**src/rtl/dot_accum.sv**
```systemverilog
// dot_accum: streaming signed multiply-accumulate back end.
// Sums LEN consecutive signed 32-bit products into a saturating ACC_W-bit
// accumulator and hands each finished dot product to a separate output
// register with a valid/ready handshake, so the next group can accumulate
// while the previous result waits to be drained.
module dot_accum #(
    parameter int LEN   = 8,
    parameter int ACC_W = 40
) (
    input  logic             clk,
    input  logic             rst,
    input  logic [31:0]      prod,
    input  logic             prod_valid,
    output logic             prod_ready,
    input  logic             clear,
    output logic [ACC_W-1:0] sum,
    output logic             sum_sat,
    output logic             sum_valid,
    input  logic             sum_ready,
    output logic [15:0]      cnt
);

    localparam logic [15:0]      LAST_CNT = 16'(LEN - 1);
    localparam logic [ACC_W-1:0] ACC_MAX  = {1'b0, {(ACC_W-1){1'b1}}};
    localparam logic [ACC_W-1:0] ACC_MIN  = {1'b1, {(ACC_W-1){1'b0}}};

    // Saturating add of a sign-extended product; returns {overflow, value}.
    // The sum is formed one bit wider than the accumulator so that
    // overflow is visible as a disagreement between the top two bits.
    function automatic logic [ACC_W:0] sat_add(input logic [ACC_W-1:0] a,
                                               input logic [31:0]      p);
        logic [ACC_W:0] wide;
        logic [ACC_W:0] res;
        wide = {a[ACC_W-1], a} + {{(ACC_W+1-32){p[31]}}, p};
        if (wide[ACC_W] != wide[ACC_W-1]) begin
            if (wide[ACC_W] == 1'b0) begin
                res = {1'b1, ACC_MAX};
            end else begin
                res = {1'b1, ACC_MIN};
            end
        end else begin
            res = {1'b0, wide[ACC_W-1:0]};
        end
        return res;
    endfunction

    logic [ACC_W-1:0] acc_r;
    logic             sat_acc_r;
    logic [15:0]      cnt_r;
    logic [ACC_W-1:0] sum_r;
    logic             sum_sat_r;
    logic             sum_valid_r;

    logic [ACC_W:0]   add_s;
    logic [ACC_W-1:0] acc_next_s;
    logic             ovf_s;
    logic             last_s;
    logic             ready_s;
    logic             accept_s;
    logic             drain_s;

    // Next accumulator value, handshake qualifiers and back-pressure.
    // Back-pressure only applies when the closing term of a group would
    // overwrite a result that downstream has not yet taken.
    always_comb begin
        add_s      = sat_add(acc_r, prod);
        ovf_s      = add_s[ACC_W];
        acc_next_s = add_s[ACC_W-1:0];
        last_s     = (cnt_r == LAST_CNT);
        ready_s    = !rst && !clear && !(last_s && sum_valid_r && !sum_ready);
        accept_s   = prod_valid && ready_s;
        drain_s    = sum_valid_r && sum_ready;
    end

    // Accumulator, sticky saturation flag and term counter for the open group.
    always_ff @(posedge clk) begin
        if (rst) begin
            acc_r     <= {ACC_W{1'b0}};
            sat_acc_r <= 1'b0;
            cnt_r     <= 16'd0;
        end else if (clear) begin
            acc_r     <= {ACC_W{1'b0}};
            sat_acc_r <= 1'b0;
            cnt_r     <= 16'd0;
        end else if (accept_s) begin
            if (last_s) begin
                acc_r     <= {ACC_W{1'b0}};
                sat_acc_r <= 1'b0;
                cnt_r     <= 16'd0;
            end else begin
                acc_r     <= acc_next_s;
                sat_acc_r <= sat_acc_r | ovf_s;
                cnt_r     <= cnt_r + 16'd1;
            end
        end else begin
            acc_r     <= acc_r;
            sat_acc_r <= sat_acc_r;
            cnt_r     <= cnt_r;
        end
    end

    // Output register: loads on the closing term, clears valid on a plain drain.
    // A drain coinciding with a closing term simply replaces the result.
    always_ff @(posedge clk) begin
        if (rst) begin
            sum_r       <= {ACC_W{1'b0}};
            sum_sat_r   <= 1'b0;
            sum_valid_r <= 1'b0;
        end else if (accept_s && last_s) begin
            sum_r       <= acc_next_s;
            sum_sat_r   <= sat_acc_r | ovf_s;
            sum_valid_r <= 1'b1;
        end else if (drain_s) begin
            sum_r       <= sum_r;
            sum_sat_r   <= sum_sat_r;
            sum_valid_r <= 1'b0;
        end else begin
            sum_r       <= sum_r;
            sum_sat_r   <= sum_sat_r;
            sum_valid_r <= sum_valid_r;
        end
    end

    assign prod_ready = ready_s;
    assign sum        = sum_r;
    assign sum_sat    = sum_sat_r;
    assign sum_valid  = sum_valid_r;
    assign cnt        = cnt_r;

endmodule

```
**config.mk**
```make
export PLATFORM = sky130hd
export DESIGN_NAME = dot_accum
export DESIGN_NICKNAME = d
export VERILOG_FILES = /design/src/rtl/dot_accum.sv
export SDC_FILE = /design/constraint.sdc
export NUM_CORES = 1
export LEC_CHECK = 0
export BUFFER_PORTS_ARGS = -buffer_cell sky130_fd_sc_hd__buf_2
export CORE_MARGIN = 1.5
export CORE_UTILIZATION = 53
export CTS_BUF_LIST = sky130_fd_sc_hd__clkbuf_2 sky130_fd_sc_hd__clkbuf_4 sky130_fd_sc_hd__clkbuf_8
export CTS_CLUSTER_SIZE = 10
export DETAILED_ROUTE_END_ITERATION = 8
export PLACE_DENSITY = 0.84
export RECOVER_POWER = 25
export SLEW_MARGIN = 40
export SYNTH_ARGS = -nofsm -noshare
export SYNTH_HDL_FRONTEND = slang
export SYNTH_SLANG_ARGS = --single-unit
```
**constraint.sdc**
```tcl
create_clock -name clk -period 4.96 [get_ports clk]
set_clock_uncertainty 0.1 [all_clocks]
set_input_delay 1.488 -clock clk [delete_from_list [all_inputs] [get_ports clk]]
set_output_delay 1.488 -clock clk [all_outputs]
set_load 0.1 [all_outputs]
```
==> results.txt, run 1 <==
The worst-skew pair later-pin latency was 0.39 ns. The sequential cells in the finished layout cover a total of 0.001982 mm^2. For the synthesized netlist net count, the log shows 851.

For the worst setup path, the data required time is 5.18 ns. The multi-input combinational cells in the finished layout cover a total of 0.003974 mm^2. STA classifies the critical path endpoint as a register. The first global-routing pass estimated 29,370 um of wire.

The tool flagged a number of max-cap violations equal to 0. Warning count from the yosys run: 0. The run gives 13,760 um as the post-detailed-placement half-perimeter wirelength. The critical path goes through buf_2 -> ha_1 -> and4_1 -> nand2_1 -> or4_4 -> a211oi_4 -> nor4_2 -> buf_4 -> nor3_4 -> o21ai_2 -> o2bb2ai_2 -> xnor2_1 -> ha_2 -> buf_4 -> buf_4 -> o21ai_0 -> nor2_1 -> nor3_1. Global routing used 31.54% of the available tracks across all layers.

Of the available clock period, the critical path in the final layout requires 98.21%. The H-tree depth is 3, and the average cell area after synthesis is 7.845 um^2. The count of flip-flops with a built-in enable after synthesis works out to 0. The kind of cell with the highest combined delay on the critical path was simple AND/OR/NAND/NOR gates. The tools report the final hold violation count as 0.

Summed over all layers, the routed wires come to 18,690 um. Counting buffers and inverters, the worst setup path is 18 cells deep. The fraction of layout cells with a size suffix above 1 came out at 22.57%.

For the worst flop-to-flop path, the logic depth is 17. Clock-pin slew was measured on the worst setup and hold paths at 0.09 ns. In this run the cell area of the synthesized design comes to 0.006041 mm^2.

The worst-path cell with the longest stage delay is sky130_fd_sc_hd__or4_4. The floorplan has 38 rows. The startpoint identified for the worst hold timing path is sum[1]. CTS placed an instance of sky130_fd_sc_hd__clkbuf_8 at the clock tree root. 0 antenna diodes ended up in the layout. The tools report the worst slew margin relative to its limit as 17.82%. The run finished with clean final reports. The leading register cell type out of synthesis is sky130_fd_sc_hd__dfxtp_1.

The initial antenna violation count was 0; the area share of the largest cell type after synthesis was 32.81%. The tools report the worst-case vdd ir drop as 0.2925 mV. The logs give 0 for the post-detailed-route count of antenna-violating nets and 0 for the total congestion overflow after global routing.

In this run, placement finished with an instance count of 1,068. Static timing analysis puts the maximum clock frequency at 0.2053 GHz. The delay of the slowest cell on the worst path was 0.54 ns. In the routed layout, each cell is associated on average with a via count of 5.989. At the end of the flow the core is filled with cells to 69.39%. The slew at the pin with the worst max-slew slack was 1.238 ns.

The areal power density over the cells works out to 264.8 mW/mm^2. Compared with the post-synthesis result, the final layout area differs by 26.16%. The maximum fanout along the worst path came out at 6. The average detailed-routed wire length per instance was 17.17 um; the distinct cell type count after synthesis was 65. Across all register-to-register paths, the minimum setup slack is 0.90 ns.

The type of the worst setup path was in -> reg. Instance count of the mapped netlist: 770. TritonCTS created 9 clock buffers.

Critical register-to-register path endpoint: sum[24]. TritonCTS built the clock tree. The logs give 96 for the count of pins on the block boundary and 5.09 ns for the worst path arrival time.

The hold-critical path depth came out at 2. Of all cell types, the one taking the most synthesized area is sky130_fd_sc_hd__dfxtp_1. The logs give 2 for the largest buffer count on any clock path and 1,088 for the final non-filler cell total. Of all flip-flops after synthesis, the portion carrying an async set or reset was 0%. The final setup violation count came out at 0. For the count of final max-slew check failures, the log shows 0. The instance area at placement was 0.007326 mm^2. The routed layout has 6,516 vias. Via count of the first global-routing pass: 6,090. The number of buffers and inverters on the critical path was 4; the die boundary height was 109.8 um. Entering global routing, the biggest net connects 44 pins.

The count of buffers added on input and output ports is 95. In this run the critical register-to-register path is launched from acc_r[23]. The area of the placeable core was 0.01098 mm^2; the number of clock sinks was 99. For the DRC violation count after routing, the log shows 0. The die covers 0.01205 mm^2. Post-synthesis sequential area ratio: 32.81%. The tightest min-delay check is of the reg -> reg type. The die is 109.8 um wide. For hold timing, the worst endpoint is sum[1].

The logs give 0 for the number of buffers inserted by hold repair at cts and 585 for the violation count after the first detailed-routing iteration. At the end of routability-driven placement, the weighted congestion stood at 0.9843. In the final design database the tool counted 1,024 nets. Ranked by total cell area, the synthesized netlist is headed by sky130_fd_sc_hd__dfxtp_1 (33%), sky130_fd_sc_hd__ha_1 (8.9%), sky130_fd_sc_hd__nor2_1 (6.6%), sky130_fd_sc_hd__a21oi_1 (5.6%), sky130_fd_sc_hd__o21ai_0 (4.6%). The worst setup path is launched from a primary input. Post-synthesis register bit count: 99. The cell repeated most along the worst path was sky130_fd_sc_hd__buf_4. The shortest period the worst path allows was 4.871 ns. The finished cells cover 0.007621 mm^2. The initial utilization of the core area, before any placement, comes to 55.00%. The leakage power was 0.003144 uW. The top cell types in the final layout, fill and taps aside, are sky130_fd_sc_hd__nor2_1 (104), sky130_fd_sc_hd__buf_4 (104), sky130_fd_sc_hd__dfxtp_1 (99), sky130_fd_sc_hd__nand2_1 (71), sky130_fd_sc_hd__a21oi_1 (67). The count of TritonRoute iterations in the first routing pass is 7. The total of fill cells in the finished design came out at 944.
## kinds of logic (layout without fill, tap and decap cells)
logic type	after synthesis	in the layout	share of synthesized area [%]
AND/OR/NAND/NOR	291	291	22.04
AO/OA/AOI/OAI	232	232	25.06
flip-flops	99	99	32.81
buffers and inverters	53	231	3.397
XOR/XNOR	49	49	7.105
adder cells (fa/ha/maj)	44	44	9.238
multiplexers	2	2	0.3521
## tightest hold or removal path, stage by stage (launching register included)
cell	delay [ns]
sky130_fd_sc_hd__dfxtp_1	0.32
sky130_fd_sc_hd__nand2_1	0.05
sky130_fd_sc_hd__a21oi_1	0.05
## worst max path at each step
stage,start,endpoint,slack [ns]
2_1_floorplan,rst,prod_ready,0.01
3_3_place_gp,prod[26],acc_r[1],-0.27
3_5_place_dp,prod[26],sum[14],-0.36
4_1_cts,prod[26],sum[0],0.04
5_1_grt,prod[25],sum[36],-0.03
6_report,prod[25],sum[24],0.09
## state kept, by name (all words and copies together), names as in the netlist
name and flops:
sum_valid 1, acc_r 40, sum_sat 1, sat_acc_r 1, sum 40, cnt 16
## cells in the mapped netlist (2+ instances only)
cell and instances:
sky130_fd_sc_hd__nor2_1 106, sky130_fd_sc_hd__dfxtp_1 99, sky130_fd_sc_hd__nand2_1 71, sky130_fd_sc_hd__a21oi_1 67
sky130_fd_sc_hd__o21ai_0 56, sky130_fd_sc_hd__ha_1 43, sky130_fd_sc_hd__nor3_1 35, sky130_fd_sc_hd__clkbuf_1 33
sky130_fd_sc_hd__xor2_1 28, sky130_fd_sc_hd__a211oi_1 24, sky130_fd_sc_hd__xnor2_1 21, sky130_fd_sc_hd__nand3_1 17
sky130_fd_sc_hd__nand4_1 15, sky130_fd_sc_hd__a22o_1 14, sky130_fd_sc_hd__inv_1 13, sky130_fd_sc_hd__a21o_1 11
sky130_fd_sc_hd__o211ai_1 10, sky130_fd_sc_hd__o21bai_1 9, sky130_fd_sc_hd__nor2b_1 8, sky130_fd_sc_hd__nand2b_1 6
sky130_fd_sc_hd__or3_1 6, sky130_fd_sc_hd__and2_1 5, sky130_fd_sc_hd__buf_2 5, sky130_fd_sc_hd__nor4_1 5
sky130_fd_sc_hd__a31oi_1 4, sky130_fd_sc_hd__or2_2 4, sky130_fd_sc_hd__a221o_1 3, sky130_fd_sc_hd__nor3b_1 3
sky130_fd_sc_hd__o21a_1 3, sky130_fd_sc_hd__o311ai_0 3, sky130_fd_sc_hd__a21boi_0 2, sky130_fd_sc_hd__a32o_1 2
sky130_fd_sc_hd__and3_1 2, sky130_fd_sc_hd__and4_1 2, sky130_fd_sc_hd__buf_1 2, sky130_fd_sc_hd__o22ai_1 2
sky130_fd_sc_hd__o31ai_1 2, sky130_fd_sc_hd__or4_1 2
## routing by layer
| layer | vias up | wire length [um] | GRT usage (%) |
|---|---|---|---|
| met4 | 0 | 676 | 13.54 |
| li1 | 3137 | - | - |
| met3 | 56 | 1575 | 6.343 |
| met5 | - | 0 | 0 |
| met1 | 2991 | 7665 | 38.50 |
| met2 | 332 | 8768 | 53.64 |
## report_power, final
part / total (uW) / leakage, uW / switching [uW] / internal (uW)
sequential: 834 / 0.000801 / 16.5 / 817
clock: 549 / 0.0000956 / 295 / 254
combinational: 635 / 0.00225 / 369 / 267
## metrics by stage
step	setup TNS, ns	setup WS (ns)	hold WS (ns)	power [uW]
final	0	0.08861	0.3675	2018
after global routing	-0.07519	-0.03148	0.3945	2115
after CTS	0	0.04179	0.3661	1976
after detailed placement	-15.77	-0.3563	0.3490	1434
after global placement	-11.19	-0.2661	0.3392	1429
after floorplan	0	0.01358	0.3291	1212
## final cells by class
type	count	share of cell area [%]
flip-flops and latches	99	26.01
clock inverters	5	0.8045
repair buffers	202	16.20
clock buffers	11	1.904
multi-input cells	618	52.14
well taps	140	2.298
inverters	13	0.6403
## repair_timing
item,CTS,global route
resized for setup,0,29
setup endpoints to repair,0,77
buffers inserted,0,3
No activity file was read; power rests on OpenSTA's default activity.
==> run 2: changes to the inputs <==
- ABC_AREA: default -> 1
- CORE_UTILIZATION: 53 -> 55
- PLACE_DENSITY: 0.84 -> 0.85
==> run 2 against run 1 <==
Compared with the run above:
- setup slack better by 0.43 ns
- first-iteration DRC count is 0.51% lower
- global-route usage is 2.8 points lower
- clock power is 3% higher
- the run now ends with capacitance limit, slew limit left
- non-clock buffer count is 96 lower
==> results.txt, run 2 <==
The flow ran to the end, but the final reports show violations. The final reports fail on capacitance limit, slew limit. The clock transition time at the flip-flop clock pins of the worst setup and hold paths is 0.09 ns (about the same). The logs give 1 (was 0) for the number of maximum-capacitance constraint violations and 0.5227 ns (was 0.08861 ns) for the final setup slack of the worst path.

The starting utilization of the core area is 56.17% (was 55.00%), and the netlist area before placement is 0.007438 mm^2 (was 0.006041 mm^2). The worst-case vdd ir drop is 0.1586 mV (was 0.2925 mV), and the total congestion overflow after global routing is 0 (unchanged). The areal power density over the cells works out to 207.4 mW/mm^2 (was 264.8 mW/mm^2). The startpoint class of the critical path is a primary input (unchanged). The number of buffers inserted by hold repair at cts was 0 (unchanged). Root buffer selected by CTS: sky130_fd_sc_hd__clkbuf_8 (unchanged). The H-tree depth is 3 (unchanged), and the count of TritonRoute iterations in the first routing pass is 7 (unchanged). The tools report the first-pass GRT wire length as 33,580 um (was 29,370 um).

The area share of the largest cell type after synthesis is 26.64% (was 32.81%), and the die area is 0.01423 mm^2 (was 0.01205 mm^2). The overall die width works out to 119.3 um (was 109.8 um). Total of cells resized after clock tree synthesis: 0 (unchanged).

The violation count after the first detailed-routing iteration is 582 (was 585). The type of the worst setup path was in -> reg (unchanged). The class of the tightest hold or removal check was reg -> reg (unchanged). The most area-hungry cell type in the Yosys netlist is sky130_fd_sc_hd__dfxtp_1 (unchanged). The worst path arrival time is 4.67 ns (was 5.09 ns). Most frequent cells after synthesis: sky130_fd_sc_hd__nand2_1 (393), sky130_fd_sc_hd__inv_1 (221), sky130_fd_sc_hd__a21oi_1 (133) (was sky130_fd_sc_hd__nor2_1 (106), sky130_fd_sc_hd__dfxtp_1 (99), sky130_fd_sc_hd__nand2_1 (71)). The logs give 1710 uW (was 2018 uW) for the sum of internal, switching and leakage power and 0 (unchanged) for the final antenna diode count.

The post-synthesis register bit count is 99 (unchanged). Total wire length after detailed routing: 19,990 um (was 18,690 um). The logs give 1,340 (was 851) for the synthesized netlist net count and 0 (unchanged) for the DRC violation count after routing.

Area overhead of the layout relative to synthesis: 10.87% (was 26.16%). TritonCTS built the clock tree. Cell breakdown of the critical path: buf_2 -> ha_1 -> nand2_1 -> inv_1 -> a21oi_1 -> nand2_1 -> nand2_1 -> nand3_1 -> nand2_1 -> nand2_1 -> a21o_1 -> or2_1 -> nand2_1 -> inv_1 -> ha_1 -> nand3_2 -> buf_12 -> nand2_1 -> nand2_1 -> a21oi_1 (was buf_2 -> ha_1 -> and4_1 -> nand2_1 -> or4_4 -> a211oi_4 -> nor4_2 -> buf_4 -> nor3_4 -> o21ai_2 -> o2bb2ai_2 -> xnor2_1 -> ha_2 -> buf_4 -> buf_4 -> o21ai_0 -> nor2_1 -> nor3_1). Cell count after placement: 1,504 (was 1,068). For the final RePlAce weighted congestion, the log shows 0.9874 (was 0.9843). Shortest period the worst path allows: 4.437 ns (was 4.871 ns). The delay of the slowest cell on the worst path was 0.35 ns (was 0.54 ns); the die boundary height was 119.3 um (was 109.8 um).

The average cell area after synthesis came out at 5.908 um^2 (was 7.845 um^2). The number of clock sinks was 99 (unchanged); the row count was 42 (was 38). The warning count from the yosys run is 0 (unchanged), and the number of buffers and inverters on the critical path is 4 (unchanged). The run gives 26.64% (was 32.81%) as the post-synthesis sequential area ratio. The slew at the pin with the worst max-slew slack is 1.566 ns (was 1.238 ns), and the number of buffers created by CTS is 9 (unchanged). Kind of cell with the highest combined delay on the critical path: simple AND/OR/NAND/NOR gates (unchanged).

The instance count of the mapped netlist is 1,259 (was 770), and the highest clock frequency the design can meet is 0.2254 GHz (was 0.2053 GHz). Adder and majority gate portion of the synthesized area: 7.502% (was 9.238%). Number of vias per cell: 5.203 (was 5.989). The post-detailed-route count of antenna-violating nets was 0 (unchanged); the count of vias placed by the detailed router was 7,908 (was 6,516). The worst slew margin relative to its limit is -4.790% (was 17.82%), and the maximum fanout along the worst path is 14 (was 6). Fraction of synthesized cell area in xor and xnor cells: 0.2355% (was 7.104%). The tools report the largest buffer count on any clock path as 2 (unchanged). The via count of the first global-routing pass is 7,187 (was 6,090), and the total routing usage reported by global routing is 28.70% (was 31.54%).

Most frequent cells in the layout: sky130_fd_sc_hd__nand2_1 (392), sky130_fd_sc_hd__inv_1 (221), sky130_fd_sc_hd__a21oi_1 (133), sky130_fd_sc_hd__dfxtp_1 (99), sky130_fd_sc_hd__nor2_1 (89) (was sky130_fd_sc_hd__nor2_1 (104), sky130_fd_sc_hd__buf_4 (104), sky130_fd_sc_hd__dfxtp_1 (99), sky130_fd_sc_hd__nand2_1 (71), sky130_fd_sc_hd__a21oi_1 (67)). The final setup violation count was 0 (unchanged). The total of fill cells in the finished design is 1,369 (was 944). The period utilization works out to 89.46% (was 98.21%). Endpoint class of the critical path: a register (unchanged). The leading cell type in the layout, fill and taps excluded was sky130_fd_sc_hd__nand2_1. The tools report the initial antenna violation count as 0 (unchanged). The largest net degree at the start of global routing is 56 (was 44), and the post-route setup TNS is 0 ns (unchanged).

The synthesized-area fraction occupied by ao, oa, aoi and oai cells works out to 15.78% (was 25.06%). The proportion of synthesized flip-flops having asynchronous set or reset was 0% (unchanged); the setup slack after placement was 0.1596 ns (was -0.3563 ns). The post-detailed-placement half-perimeter wirelength is 15,020 um (was 13,760 um), and the distinct cell type count after synthesis is 36 (was 65).

Cell repeated most along the worst path: sky130_fd_sc_hd__nand2_1 (was sky130_fd_sc_hd__buf_4). The leading register cell type out of synthesis was sky130_fd_sc_hd__dfxtp_1 (unchanged). Fraction of layout cells with a size suffix above 1: 9.896% (was 22.57%).

The average detailed-routed wire length per instance was 13.15 um (was 17.17 um); the count of pins on the block boundary was 96 (unchanged). Biggest area contributors in the synthesized netlist: sky130_fd_sc_hd__dfxtp_1 (27%), sky130_fd_sc_hd__nand2_1 (20%), sky130_fd_sc_hd__inv_1 (11%), sky130_fd_sc_hd__a21oi_1 (8.9%), sky130_fd_sc_hd__ha_1 (7.2%) (was sky130_fd_sc_hd__dfxtp_1 (33%), sky130_fd_sc_hd__ha_1 (8.9%), sky130_fd_sc_hd__nor2_1 (6.6%), sky130_fd_sc_hd__a21oi_1 (5.6%), sky130_fd_sc_hd__o21ai_0 (4.6%)). The tools report the worst-skew pair later-pin latency as 0.41 ns (was 0.39 ns).

The leakage power is 0.004357 uW (was 0.003144 uW). The data required time at the worst endpoint is 5.19 ns (was 5.18 ns). Count of flip-flops with a built-in enable after synthesis: 0 (unchanged). Setup repair after global routing left no endpoint under its margin.

The worst-path cell with the longest stage delay was sky130_fd_sc_hd__ha_1 (was sky130_fd_sc_hd__or4_4). Port buffer count: 95 (unchanged). The tools report the number of nets at the end of the flow as 1,420 (was 1,024).

The fraction of synthesized area in multiplexers works out to 0% (was 0.3521%). The final hold violation count is 0 (unchanged), and the setup fix buffers added after clock tree synthesis is 0 (unchanged). Count of final max-slew check failures: 23 (was 0).

The most frequent cell after synthesis is sky130_fd_sc_hd__nand2_1 (was sky130_fd_sc_hd__nor2_1). The combinational family with the most area after synthesis is simple AND/OR/NAND/NOR gates (was compound AO/OA/AOI/OAI gates). Final non-filler cell total: 1,520 (was 1,088).

The synthesized-area fraction occupied by and/or/nand/nor cells was 35.83% (was 22.04%); the area of the placeable core was 0.01324 mm^2 (was 0.01098 mm^2).
[run 2: final timing paths]
kind              from        end  slack (ns)  cells past startpoint
max           prod[10]  acc_r[28]        0.52                     20
min          acc_r[17]  acc_r[17]        0.38                      2
min reg2reg  acc_r[17]  acc_r[17]        0.38                      2
max reg2reg  acc_r[10]  acc_r[28]        1.40                     19
[run 2: worst register-to-register path, cell delays in order, from the launching register on]
cell and delay [ns]:
sky130_fd_sc_hd__dfxtp_1 0.33, sky130_fd_sc_hd__ha_1 0.34, sky130_fd_sc_hd__nand2_1 0.18, sky130_fd_sc_hd__inv_1 0.06, sky130_fd_sc_hd__a21oi_1 0.23, sky130_fd_sc_hd__nand2_1 0.09, sky130_fd_sc_hd__nand2_1 0.06, sky130_fd_sc_hd__nand3_1 0.12
sky130_fd_sc_hd__nand2_1 0.11, sky130_fd_sc_hd__nand2_1 0.07, sky130_fd_sc_hd__a21o_1 0.17, sky130_fd_sc_hd__or2_1 0.20, sky130_fd_sc_hd__nand2_1 0.08, sky130_fd_sc_hd__inv_1 0.04, sky130_fd_sc_hd__ha_1 0.34, sky130_fd_sc_hd__nand3_2 0.34
sky130_fd_sc_hd__buf_12 0.30, sky130_fd_sc_hd__nand2_1 0.10, sky130_fd_sc_hd__nand2_1 0.05, sky130_fd_sc_hd__a21oi_1 0.18
[run 2: power breakdown]
group | internal (uW) | total (uW) | switching [uW]
combinational | 112 | 342 | 229
clock | 245 | 564 | 319
sequential | 800 | 804 | 3.79
total | 1160 | 1710 | 552
[run 2: per-layer routing]
| layer | track usage [%] | share of wire [%] |
|---|---|---|
| met4 | 11.09 | 2.1 |
| met2 | 47.76 | 46 |
| met3 | 3.448 | 5.6 |
| met5 | 0 | 0 |
| met1 | 38.03 | 46 |
[run 2: area by class of cell]
type	count	area, um^2	share of cell area (%)
Clock buffer	10	131.4	1.593
Timing Repair Buffer	106	560.5	6.797
Sequential cell	99	1982	24.03
Inverter	230	863.3	10.47
Clock inverter	6	72.57	0.8800
Multi-Input combinational cell	893	4417	53.56
Tap cell	176	220.2	2.670
[run 2: cell families after synthesis]
logic type,count (synthesis)
and+or+nand+nor,623
DFF,99
adders and majority gates,44
AOI/OAI and AO/OA,224
xor gates and xnor gates,2
buffers and inverters,267
[run 2: through the flow]
step | utilization (%) | area, um^2 | hold WS (ns)
floorplan | - | 7438 | 0.3426
global placement | 61.11 | 8093 | 0.3558
detailed placement | 61.15 | 8098 | 0.3621
CTS | 62.69 | 8302 | 0.3770
global route | 62.27 | 8247 | 0.3886
finish | 62.27 | 8247 | 0.3782
==> run 3: changes to the inputs <==
- PLACE_DENSITY: 0.85 -> 0.79
==> run 3 against run 2 <==
Compared with the run above:
- the run still ends with capacitance limit, slew limit left
- non-clock buffer count decreased by 1
- flip-flop and latch count unchanged
- sequential power about the same
- setup slack improved by 0.065 ns
==> results.txt, run 3 (synthesis results as in run 2) <==
The fraction of layout cells with a size suffix above 1 was 9.829% (was 9.896%); the worst-skew pair later-pin latency was 0.40 ns (was 0.41 ns). The final cell utilization of the core is 62.30% (was 62.27%). The tools report the count of TritonRoute iterations in the first routing pass as 5 (was 7). The highest clock frequency the design can meet was 0.2287 GHz (was 0.2254 GHz).

The area overhead of the layout relative to synthesis is 10.92% (was 10.87%), and the row count is 42 (unchanged). Die area: 0.01423 mm^2 (unchanged). The cell repeated most along the worst path was sky130_fd_sc_hd__nand2_1 (unchanged). The register-to-register setup slack was 1.46 ns (was 1.40 ns). The count of final max-slew check failures came out at 23 (unchanged). The areal power density over the cells came out at 211.7 mW/mm^2 (was 207.4 mW/mm^2).

Root buffer selected by CTS: sky130_fd_sc_hd__clkbuf_8 (unchanged). The average detailed-routed wire length per instance is 12.95 um (was 13.15 um), and the DRC violation count after routing is 0 (unchanged). The number of buffers created by CTS was 9 (unchanged); the area of the placeable core was 0.01324 mm^2 (unchanged). The delay of the slowest cell on the worst path is 0.35 ns (about the same). The worst-case vdd ir drop came out at 0.1371 mV (was 0.1586 mV). The die boundary height was 119.3 um (unchanged). The number of nets at the end of the flow was 1,419 (was 1,420).

The tools report the largest buffer count on any clock path as 2 (unchanged). The slew at the pin with the worst max-slew slack was 1.662 ns (was 1.566 ns). Setup repair after global routing left no endpoint under its margin. Class of the tightest hold or removal check: reg -> reg (unchanged).

The tools report the worst slew margin relative to its limit as -11.20% (was -4.790%). The area of the multi-input gates was 0.004417 mm^2 (unchanged). The tools report the launch instance of the worst register-to-register path as acc_r[10] (unchanged). The violation count after the first detailed-routing iteration was 568 (was 582). The number of vias per cell was 5.142 (was 5.203); the first-pass GRT wire length was 32,960 um (was 33,580 um).

TritonCTS built the clock tree. The kind of cell with the highest combined delay on the critical path is simple AND/OR/NAND/NOR gates (unchanged). Cell breakdown of the critical path: buf_2 -> ha_1 -> nand2_1 -> inv_1 -> a21oi_1 -> nand2_1 -> nand2_1 -> nand3_1 -> nand2_1 -> nand2_1 -> a21o_1 -> or2_1 -> nand2_1 -> inv_1 -> ha_1 -> inv_1 -> buf_4 -> nand3_1 -> nand2_4 -> nand2_1 -> a21oi_2 (was buf_2 -> ha_1 -> nand2_1 -> inv_1 -> a21oi_1 -> nand2_1 -> nand2_1 -> nand3_1 -> nand2_1 -> nand2_1 -> a21o_1 -> or2_1 -> nand2_1 -> inv_1 -> ha_1 -> nand3_2 -> buf_12 -> nand2_1 -> nand2_1 -> a21oi_1). Largest net degree at the start of global routing: 56 (unchanged). The tools report the number of clock sinks as 99 (unchanged). The total routing usage reported by global routing is 28.40% (was 28.70%). Most frequent cells in the layout: sky130_fd_sc_hd__nand2_1 (392), sky130_fd_sc_hd__inv_1 (221), sky130_fd_sc_hd__a21oi_1 (133), sky130_fd_sc_hd__dfxtp_1 (99), sky130_fd_sc_hd__nor2_1 (89) (unchanged). The hold-critical path depth came out at 2 (unchanged). The type of the worst setup path is in -> reg (unchanged).

The post-route setup TNS came out at 0 ns (unchanged). The sequential cell area came out at 0.001982 mm^2 (unchanged). The leakage power is 0.004360 uW (was 0.004357 uW).

The port buffer count is 95 (unchanged). The startpoint of the lowest-slack hold path is acc_r[5] (was acc_r[17]). The leading cell type in the layout, fill and taps excluded is sky130_fd_sc_hd__nand2_1 (unchanged). The via count of the first global-routing pass is 7,164 (was 7,187), and the number of buffers inserted by hold repair at cts is 0 (unchanged). The number of maximum-capacitance constraint violations was 1 (unchanged); the count of vias placed by the detailed router was 7,811 (was 7,908). Launch point of the worst path: prod[10] (unchanged). The period utilization was 88.16% (was 89.46%).

The run finished, with violations left. The final RePlAce weighted congestion was 1.033 (was 0.9874); the number of buffers and inverters on the critical path was 5 (was 4). Violated checks: capacitance limit, slew limit (unchanged). The clock transition time at the flip-flop clock pins of the worst setup and hold paths works out to 0.10 ns (was 0.09 ns). Depth of the worst register-to-register path: 20 (was 19). The logs give 1,359 (was 1,369) for the total of fill cells in the finished design and 0 (unchanged) for the final hold violation count. The tools report the setup fix buffers added after clock tree synthesis as 0 (unchanged). Endpoint class of the critical path: a register (unchanged). The maximum fanout along the worst path was 9 (was 14); the starting utilization of the core area was 56.17% (unchanged). The count of pins on the block boundary is 96 (unchanged), and the final setup violation count is 0 (unchanged). The H-tree depth was 3 (unchanged).

Data required time at the worst endpoint: 5.20 ns (was 5.19 ns). The tools report the worst path arrival time as 4.61 ns (was 4.67 ns). The initial antenna violation count was 0 (unchanged). The critical register-to-register path endpoint was acc_r[36] (was acc_r[28]). Total of cells resized after clock tree synthesis: 0 (unchanged). For the final antenna diode count, the log shows 0 (unchanged). The worst-path cell with the longest stage delay was sky130_fd_sc_hd__ha_1 (unchanged).

Startpoint class of the critical path: a primary input (unchanged). The total congestion overflow after global routing came out at 0 (unchanged). The worst-case hold path end point is acc_r[5] (was acc_r[17]). Post-detailed-route count of antenna-violating nets: 0 (unchanged). For the post-detailed-placement half-perimeter wirelength, the log shows 14,750 um (was 15,020 um). The total wire length after detailed routing is 19,680 um (was 19,990 um). The shortest period the worst path allows is 4.373 ns (was 4.437 ns), and the overall die width is 119.3 um (unchanged).
[run 3: cell count changes in the layout (fill, tap and decap cells not counted), sizes merged]
cell and change:
buf -1, bufinv +1, clkinv -1
[run 3: routing by layer]
| layer | global-route usage (%) | wire length (um) | part of all wire [%] | vias up |
|---|---|---|---|---|
| li1 | - | - | - | 4108 |
| met2 | 47.80 | 8802 | 45 | 238 |
| met5 | 0 | 0 | 0 | - |
| met1 | 37.69 | 9273 | 47 | 3437 |
| met4 | 9.673 | 406 | 2.1 | 0 |
| met3 | 3.448 | 1193 | 6.1 | 28 |
[run 3: final cells by class]
cell class              instances  area share, %
multi-input cells             893          53.53
flip-flops and latches         99          24.02
inverters                     230          10.46
repair buffers                105          6.551
well taps                     176          2.669
clock buffers                  10          1.592
clock inverters                 6          1.168
[run 3: worst min-delay path: stages, from the launching register on]
cell                      delay, ns
sky130_fd_sc_hd__dfxtp_1       0.32
sky130_fd_sc_hd__nand2_1       0.06
sky130_fd_sc_hd__a21oi_1       0.05
[run 3: power breakdown]
| group | switching [uW] | leakage [uW] | internal, uW | total, uW |
|---|---|---|---|---|
| combinational | 225 | 0.00345 | 108 | 333 |
| sequential | 3.69 | 0.000798 | 800 | 804 |
| clock | 312 | 0.000113 | 297 | 609 |
| total | 541 | 0.00436 | 1210 | 1750 |
[run 3: worst max-delay path by stage]
stage	endpoint	slack, ns	cells past startpoint
floorplan	acc_r[33]	0.68	20
global placement	acc_r[33]	0.32	21
detailed placement	acc_r[36]	0.22	21
CTS	acc_r[36]	0.63	21
global route	acc_r[32]	0.28	21
finish	acc_r[36]	0.59	21
[run 3: metrics by stage]
step | setup slack (ns) | power [uW] | instances | area (um^2) | hold slack, ns
global route | 0.2758 | 1829 | 1519 | 8250 | 0.3965
floorplan | 0.6778 | 1065 | 1259 | 7438 | 0.3426
CTS | 0.6322 | 1756 | 1519 | 8305 | 0.3754
global placement | 0.3171 | 1147 | 1503 | 8073 | 0.3559
finish | 0.5874 | 1746 | 1519 | 8250 | 0.3753
detailed placement | 0.2166 | 1152 | 1503 | 8078 | 0.3626
